==> src/rtl/wb_spi_master_bridge.sv <==
// Wishbone slave to SPI master bridge: each bus access becomes one 112-bit frame.
// Define WB_SPI_MASTER_BRIDGE_RETRY_EN to re-send failed reads up to MAX_RETRY times.
module wb_spi_master_bridge #(
    parameter int LITTLE_ENDIAN = 1,
    parameter int SCLK_HALF     = 8,
    parameter int CS_GAP        = 16,
    parameter int MAX_RETRY     = 3
) (
    input  logic        wb_clk_i,
    input  logic        wb_rst_i,
    input  logic        wbs_cyc_i,
    input  logic        wbs_stb_i,
    input  logic        wbs_we_i,
    input  logic [3:0]  wbs_sel_i,
    input  logic [31:0] wbs_adr_i,
    input  logic [31:0] wbs_dat_i,
    output logic [31:0] wbs_dat_o,
    output logic        wbs_ack_o,
    output logic        wbs_err_o,
    output logic        spi_cs_n,
    output logic        spi_sclk,
    output logic        spi_mosi,
    input  logic        spi_miso,
    output logic        busy
);

    localparam int CW = 16;
    localparam logic [CW-1:0] HALF    = CW'(SCLK_HALF);
    localparam logic [CW-1:0] HALF_M1 = CW'(SCLK_HALF - 1);
    localparam logic [CW-1:0] BIT_M1  = CW'(2 * SCLK_HALF - 1);
    localparam logic [CW-1:0] GAP_M1  = CW'(CS_GAP - 1);
    localparam logic [CW-1:0] GAP_RST = CW'(CS_GAP);

    typedef enum logic [2:0] {
        IDLE, SETUP, SHIFT, HOLD, RESP, GAP
    } state_t;

    state_t        state_q, state_d;
    logic [CW-1:0] cnt_q, cnt_d;
    logic [6:0]    bit_q, bit_d;
    logic [111:0]  frame_q, frame_d;
    logic [39:0]   resp_q, resp_d;
    logic          we_q, we_d;
    logic [3:0]    sel_q, sel_d;
    logic          miso_s1_q, miso_s2_q;
    logic          cs_n_q, cs_n_d;
    logic          sclk_q, sclk_d;
    logic          mosi_q, mosi_d;
    logic          ack_q, ack_d;
    logic          err_q, err_d;
    logic [31:0]   dat_q, dat_d;

    logic          req;
    logic          rd_pass;
    logic          hi_phase;
    logic          retry_go;
    logic          again;
    logic [31:0]   adr_w;
    logic [31:0]   dat_w;
    logic [31:0]   rdata_w;
    logic          unused_bits;

    function automatic logic [31:0] bswap(input logic [31:0] x);
        return {x[7:0], x[15:8], x[23:16], x[31:24]};
    endfunction

    assign req      = wbs_cyc_i & wbs_stb_i;
    assign adr_w    = (LITTLE_ENDIAN != 0) ? bswap(wbs_adr_i) : wbs_adr_i;
    assign dat_w    = (LITTLE_ENDIAN != 0) ? bswap(wbs_dat_i) : wbs_dat_i;
    assign rdata_w  = (LITTLE_ENDIAN != 0) ? bswap(resp_q[39:8]) : resp_q[39:8];
    assign rd_pass  = resp_q[7] & ~resp_q[6] & (resp_q[3:0] == sel_q);
    assign hi_phase = (cnt_q >= HALF);
    assign unused_bits = ^{resp_q[5:4], MAX_RETRY[0]};

`ifdef WB_SPI_MASTER_BRIDGE_RETRY_EN
    logic [1:0] retry_q, retry_d;
    logic       again_q, again_d;

    assign retry_go = ~we_q & ~rd_pass & wbs_cyc_i
                      & ({30'b0, retry_q} < 32'(MAX_RETRY));
    assign again    = again_q;

    always_comb begin
        retry_d = retry_q;
        again_d = again_q;
        if (state_q == IDLE && cnt_q == '0 && req) begin
            retry_d = '0;
            again_d = 1'b0;
        end
        if (state_q == RESP) begin
            again_d = retry_go;
            if (retry_go) retry_d = retry_q + 2'd1;
        end
    end

    always_ff @(posedge wb_clk_i) begin
        if (wb_rst_i) begin
            retry_q <= '0;
            again_q <= 1'b0;
        end else begin
            retry_q <= retry_d;
            again_q <= again_d;
        end
    end
`else
    assign retry_go = 1'b0;
    assign again    = 1'b0;
`endif

    always_ff @(posedge wb_clk_i) begin
        if (wb_rst_i) state_q <= IDLE;
        else          state_q <= state_d;
    end

    always_comb begin
        state_d = state_q;
        cnt_d   = cnt_q;
        bit_d   = bit_q;
        frame_d = frame_q;
        resp_d  = resp_q;
        we_d    = we_q;
        sel_d   = sel_q;
        unique case (state_q)
            IDLE: begin
                if (cnt_q != '0) begin
                    cnt_d = cnt_q - 1'b1;
                end else if (req) begin
                    state_d = SETUP;
                    cnt_d   = HALF_M1;
                    we_d    = wbs_we_i;
                    sel_d   = wbs_sel_i;
                    frame_d = {wbs_we_i, 3'b000, wbs_sel_i, adr_w,
                               wbs_we_i ? dat_w : 32'h0, 32'h0, 8'h01};
                end
            end
            SETUP: begin
                if (cnt_q == '0) begin
                    state_d = SHIFT;
                    cnt_d   = BIT_M1;
                    bit_d   = '0;
                end else begin
                    cnt_d = cnt_q - 1'b1;
                end
            end
            SHIFT: begin
                // the last 40 bits shifted in are the response field
                if (cnt_q == HALF_M1) resp_d = {resp_q[38:0], miso_s2_q};
                if (cnt_q == '0) begin
                    if (bit_q == 7'd111) begin
                        state_d = HOLD;
                        cnt_d   = HALF_M1;
                    end else begin
                        bit_d = bit_q + 7'd1;
                        cnt_d = BIT_M1;
                    end
                end else begin
                    cnt_d = cnt_q - 1'b1;
                end
            end
            HOLD: begin
                if (cnt_q == '0) state_d = RESP;
                else             cnt_d   = cnt_q - 1'b1;
            end
            RESP: begin
                state_d = GAP;
                cnt_d   = GAP_M1;
            end
            GAP: begin
                if (cnt_q == '0) begin
                    if (again) begin
                        state_d = SETUP;
                        cnt_d   = HALF_M1;
                    end else begin
                        state_d = IDLE;
                    end
                end else begin
                    cnt_d = cnt_q - 1'b1;
                end
            end
            default: state_d = IDLE;
        endcase
    end

    // outputs are registered, so the pins trail the state by one cycle
    always_comb begin
        cs_n_d = 1'b1;
        sclk_d = 1'b0;
        mosi_d = 1'b0;
        ack_d  = 1'b0;
        err_d  = 1'b0;
        dat_d  = dat_q;
        unique case (state_q)
            SETUP: begin
                cs_n_d = 1'b0;
                mosi_d = frame_q[111];
            end
            SHIFT: begin
                cs_n_d = 1'b0;
                sclk_d = hi_phase;
                if (hi_phase)              mosi_d = frame_q[7'd111 - bit_q];
                else if (bit_q != 7'd111)  mosi_d = frame_q[7'd110 - bit_q];
            end
            HOLD: cs_n_d = 1'b0;
            RESP: begin
                if (wbs_cyc_i && !retry_go) begin
                    if (we_q) begin
                        ack_d = 1'b1;
                    end else if (rd_pass) begin
                        ack_d = 1'b1;
                        dat_d = rdata_w;
                    end else begin
                        err_d = 1'b1;
                    end
                end
            end
            default: ;
        endcase
    end

    always_ff @(posedge wb_clk_i) begin
        if (wb_rst_i) begin
            cnt_q     <= GAP_RST;
            bit_q     <= '0;
            frame_q   <= '0;
            resp_q    <= '0;
            we_q      <= 1'b0;
            sel_q     <= '0;
            miso_s1_q <= 1'b0;
            miso_s2_q <= 1'b0;
            cs_n_q    <= 1'b1;
            sclk_q    <= 1'b0;
            mosi_q    <= 1'b0;
            ack_q     <= 1'b0;
            err_q     <= 1'b0;
            dat_q     <= '0;
        end else begin
            cnt_q     <= cnt_d;
            bit_q     <= bit_d;
            frame_q   <= frame_d;
            resp_q    <= resp_d;
            we_q      <= we_d;
            sel_q     <= sel_d;
            miso_s1_q <= spi_miso;
            miso_s2_q <= miso_s1_q;
            cs_n_q    <= cs_n_d;
            sclk_q    <= sclk_d;
            mosi_q    <= mosi_d;
            ack_q     <= ack_d;
            err_q     <= err_d;
            dat_q     <= dat_d;
        end
    end

    assign spi_cs_n  = cs_n_q;
    assign spi_sclk  = sclk_q;
    assign spi_mosi  = mosi_q;
    assign wbs_ack_o = ack_q;
    assign wbs_err_o = err_q;
    assign wbs_dat_o = dat_q;
    assign busy      = (state_q != IDLE);

endmodule
==> config.mk <==
export PLATFORM = sky130hd
export DESIGN_NAME = wb_spi_master_bridge
export DESIGN_NICKNAME = d
export VERILOG_FILES = /design/src/rtl/wb_spi_master_bridge.sv
export SDC_FILE = /design/constraint.sdc
export NUM_CORES = 1
export LEC_CHECK = 0
export CORE_UTILIZATION = 40
export DETAILED_ROUTE_END_ITERATION = 8
export DONT_BUFFER_PORTS = 1
export MAX_ROUTING_LAYER = met4
export PLACE_DENSITY = 0.56
export REMOVE_ABC_BUFFERS = 1
export SLEW_MARGIN = 20
export SYNTH_ARGS = -nofsm -noshare
export SYNTH_HDL_FRONTEND = slang
export SYNTH_SLANG_ARGS = --single-unit
==> constraint.sdc <==
create_clock -name wb_clk_i -period 3.1 [get_ports wb_clk_i]
set_clock_uncertainty 0.2 [all_clocks]
set_input_delay 0.465 -clock wb_clk_i [delete_from_list [all_inputs] [get_ports wb_clk_i]]
set_output_delay 0.465 -clock wb_clk_i [all_outputs]
set_load 0.05 [all_outputs]
==> impl_metrics.yaml <==
setup_path:
  critPathArrivalTime_ns: 3.00
  cp_max_fo: 32
  cp-end-kind: "flip-flop"
  cp_data_required_time_ns: 3.22
  critPathLaunchType: "flip-flop"
  crit_chain: "buf_4, inv_1, and3_1, nand4b_1, buf_4, mux2i_1, nor2_1, dlygate4sd3_1"
  cp_slowest_stage_delay_ns: 0.55
  crit_type: "reg2reg"
  cp_slowest_cell: "dlygate4sd3_1"
  cp_common_cell: "buf_4"
global_routing:
  antenna_found_initial: 0
  grt_pass1_vias: 6179
  grt_use_met1_pct: 28.1
  grt_overflow: 0
  met3_usage_pct: 3.87
  gr-usage-all-layers_pct: 20.4
  grt_first_pass_wirelength_um: 32000
  use_met2_pct: 30.6
  grt_max_degree: 134
  top_usage_layer: "met2"
routing:
  viasPerCell: 5.13
  wl_per_cell_um: 15.4
  vias: 6499
  antenna_left: 0
  drt-total-wl_um: 19400
  drt_iter0_markers: 391
  drc: 0
  dr.pass1.iters: 4
status:
  status: "complete, no violations"
cts:
  htree_levels: 4
  root_buffer: "clkbuf_16"
  clkSinkCount: 175
  ctsLongestPathBuffers: 2
  postCtsSetupRepairBufs: 0
  cts_buffers: 17
  clk_pin_slew_ns: 0.08
  insertion_delay_ns: 0.43
  cts_tree: "yes"
flow_run:
  max-cap-violations: 0
logic_synthesis:
  syn_area_um2: 8040
  ys.flop_type: "dfxtp_1"
  synth-seq-cells: 175
  avgSynthCellArea_um2: 8.67
  synth_edf_count: 0
  synth_cell_types: 59
  yosys_warnings: 0
  ys_seq_area_share_pct: 43.6
  async_flop_share_pct: 0
  syn_inst: 927
finish:
  final_nets: 1070
  post-route-util_pct: 49.9
  fillCellCount: 1925
  fin_cells: 1266
  area_growth_pct: 21.6
  drive_gt1_share_pct: 11.0
  antenna_cells: 0
sta:
  fin_crit_sh_pct: 92.9
  drv_slew: 0
  rsz0062_at_grt: "no"
  hold_viol: 0
  relSlewSlack_pct: 34.0
  fmax_mhz: 347
  period_needed_ns: 2.88
  final-setup-viol-count: 0
  tightest_slew_ns: 0.987
place:
  portBuffers: 0
  routabilityCongestion: 0.826
  placed_cells: 1149
  dp_hpwl_um: 12200
floorplan:
  die_width_um: 144
  die_area_um2: 20700
  pin_count: 112
  rows: 51
  coreArea_um2: 19600
  initial_core_util_pct: 41.0
  die_h_um: 144
pwr:
  p_leak_uw: 0.00357
  peakVddDrop_mv: 0.346
  power_density_nw_per_um2: 527
  p_total_uw: 5150
worst_hold_path:
  min-delay-path-class: "in2reg"
==> path summary, 6_finish.rpt <==
| path | startpoint | end | slack (ns) | cells past startpoint |
|---|---|---|---|---|
| max | state_q[1] | wbs_dat_o[0] | 0.22 | 8 |
| min reg2reg | miso_s1_q | miso_s2_q | 0.24 | 1 |
| min | wbs_we_i | frame_q[51] | 0.02 | 2 |
| max reg2reg | state_q[1] | wbs_dat_o[0] | 0.22 | 8 |
==> registers in the layout, summed over array words and instances, names as in the netlist <==
signal / cells
cnt_q: 16
miso_s1_q: 1
wbs_ack_o: 1
state_q: 3
wbs_err_o: 1
frame_q: 66
spi_sclk: 1
wbs_dat_o: 32
miso_s2_q: 1
we_q: 1
resp_q: 40
sel_q: 3
spi_mosi: 1
bit_q: 7
spi_cs_n: 1
==> cell type report <==
class / instances / area (um^2) / share of cell area [%]
clock buffers: 18 / 429 / 4.39
clock inverters: 14 / 146 / 1.50
inverters: 9 / 33.8 / 0.346
multi-input cells: 669 / 4210 / 43.0
flip-flops and latches: 175 / 3500 / 35.8
well taps: 265 / 332 / 3.39
repair buffers: 116 / 1130 / 11.5
==> cells by family (layout without fill, tap and decap cells) <==
group,count (synthesis),after routing,share of synthesized area [%]
AOI/OAI and AO/OA,157,157,10.9
xor gates and xnor gates,29,29,3.16
muxes,80,80,14.9
buffers and inverters,83,157,4.33
DFF,175,175,43.6
and+or+nand+nor,395,395,21.9
adders and majority gates,8,8,1.24
==> power by group <==
group	internal [uW]	switching (uW)	leakage [uW]
sequential	2330	96.6	0.00141
clock	1070	1000	0.000272
combinational	300	354	0.00188
total	3700	1450	0.00357
==> layer usage <==
metal / part of all wire, % / up-vias
met5: 0 / -
met4: 0.67 / 0
met3: 3.6 / 9
met2: 46 / 114
met1: 49 / 3040
li1: - / 3336
==> what timing repair did <==
action	4_1_cts	5_1_grt
endpoints found under the setup margin	0	10
hold buffers	81	4
hold endpoints to repair	157	4
gates resized for setup	0	1
==> critical path, delay by kind of cell, from the launching register on <==
family	cells	cell delay, ns
buf+inv	4	1.33
flops	1	0.51
simple gates	3	0.44
mux	1	0.27
==> placed cells by master, fill, tap and decap left out, drive strengths merged, types with 16 or more instances in the layout <==
cell	count
clkbuf	18
nand3	45
a21oi	119
nor2	75
dfxtp	175
inv	16
nand2	204
mux4	31
buf	32
dlygate4sd3	84
mux2i	43
==> Yosys cell counts, drive strengths merged, types with 2 or more instances <==
master	instances	area, um^2
nand3	45	230
clkbuf	52	195
nand3b	4	30.0
nor4	10	62.6
or2	2	12.5
nor3	15	80.1
mux4	31	698
xor2	14	123
xnor2	15	131
mux2	6	67.6
nor4b	4	41.3
or3	4	25.0
dfxtp	175	3500
buf	22	119
nor2	75	282
a211oi	4	30.0
a311oi	3	26.3
nand4	9	56.3
nor3b	3	22.5
and2	2	15.0
inv	9	33.8
nor2b	6	37.5
a2111oi	3	26.3
a21oi	119	596
ha	8	100
nand2b	3	18.8
o21ai	9	45.0
mux2i	43	430
a2bb2oi	2	17.5
a31oi	3	18.8
or4	3	26.3
nand2	204	766
and4	2	17.5
==> metrics by stage <==
stage | setup slack [ns] | hold WS [ns] | setup TNS (ns) | instance area, um^2
2_1_floorplan | -0.938 | 0.211 | -69.77 | 7730
3_3_place_gp | 0.310 | 0.220 | 0 | 8320
3_5_place_dp | 0.225 | 0.221 | 0 | 8320
4_1_cts | 0.192 | 0.000636 | 0 | 9730
5_1_grt | 0.0675 | 0.00688 | 0 | 9780
6_report | 0.219 | 0.0164 | 0 | 9780
Note: power is estimated with default switching activity, not from simulation.
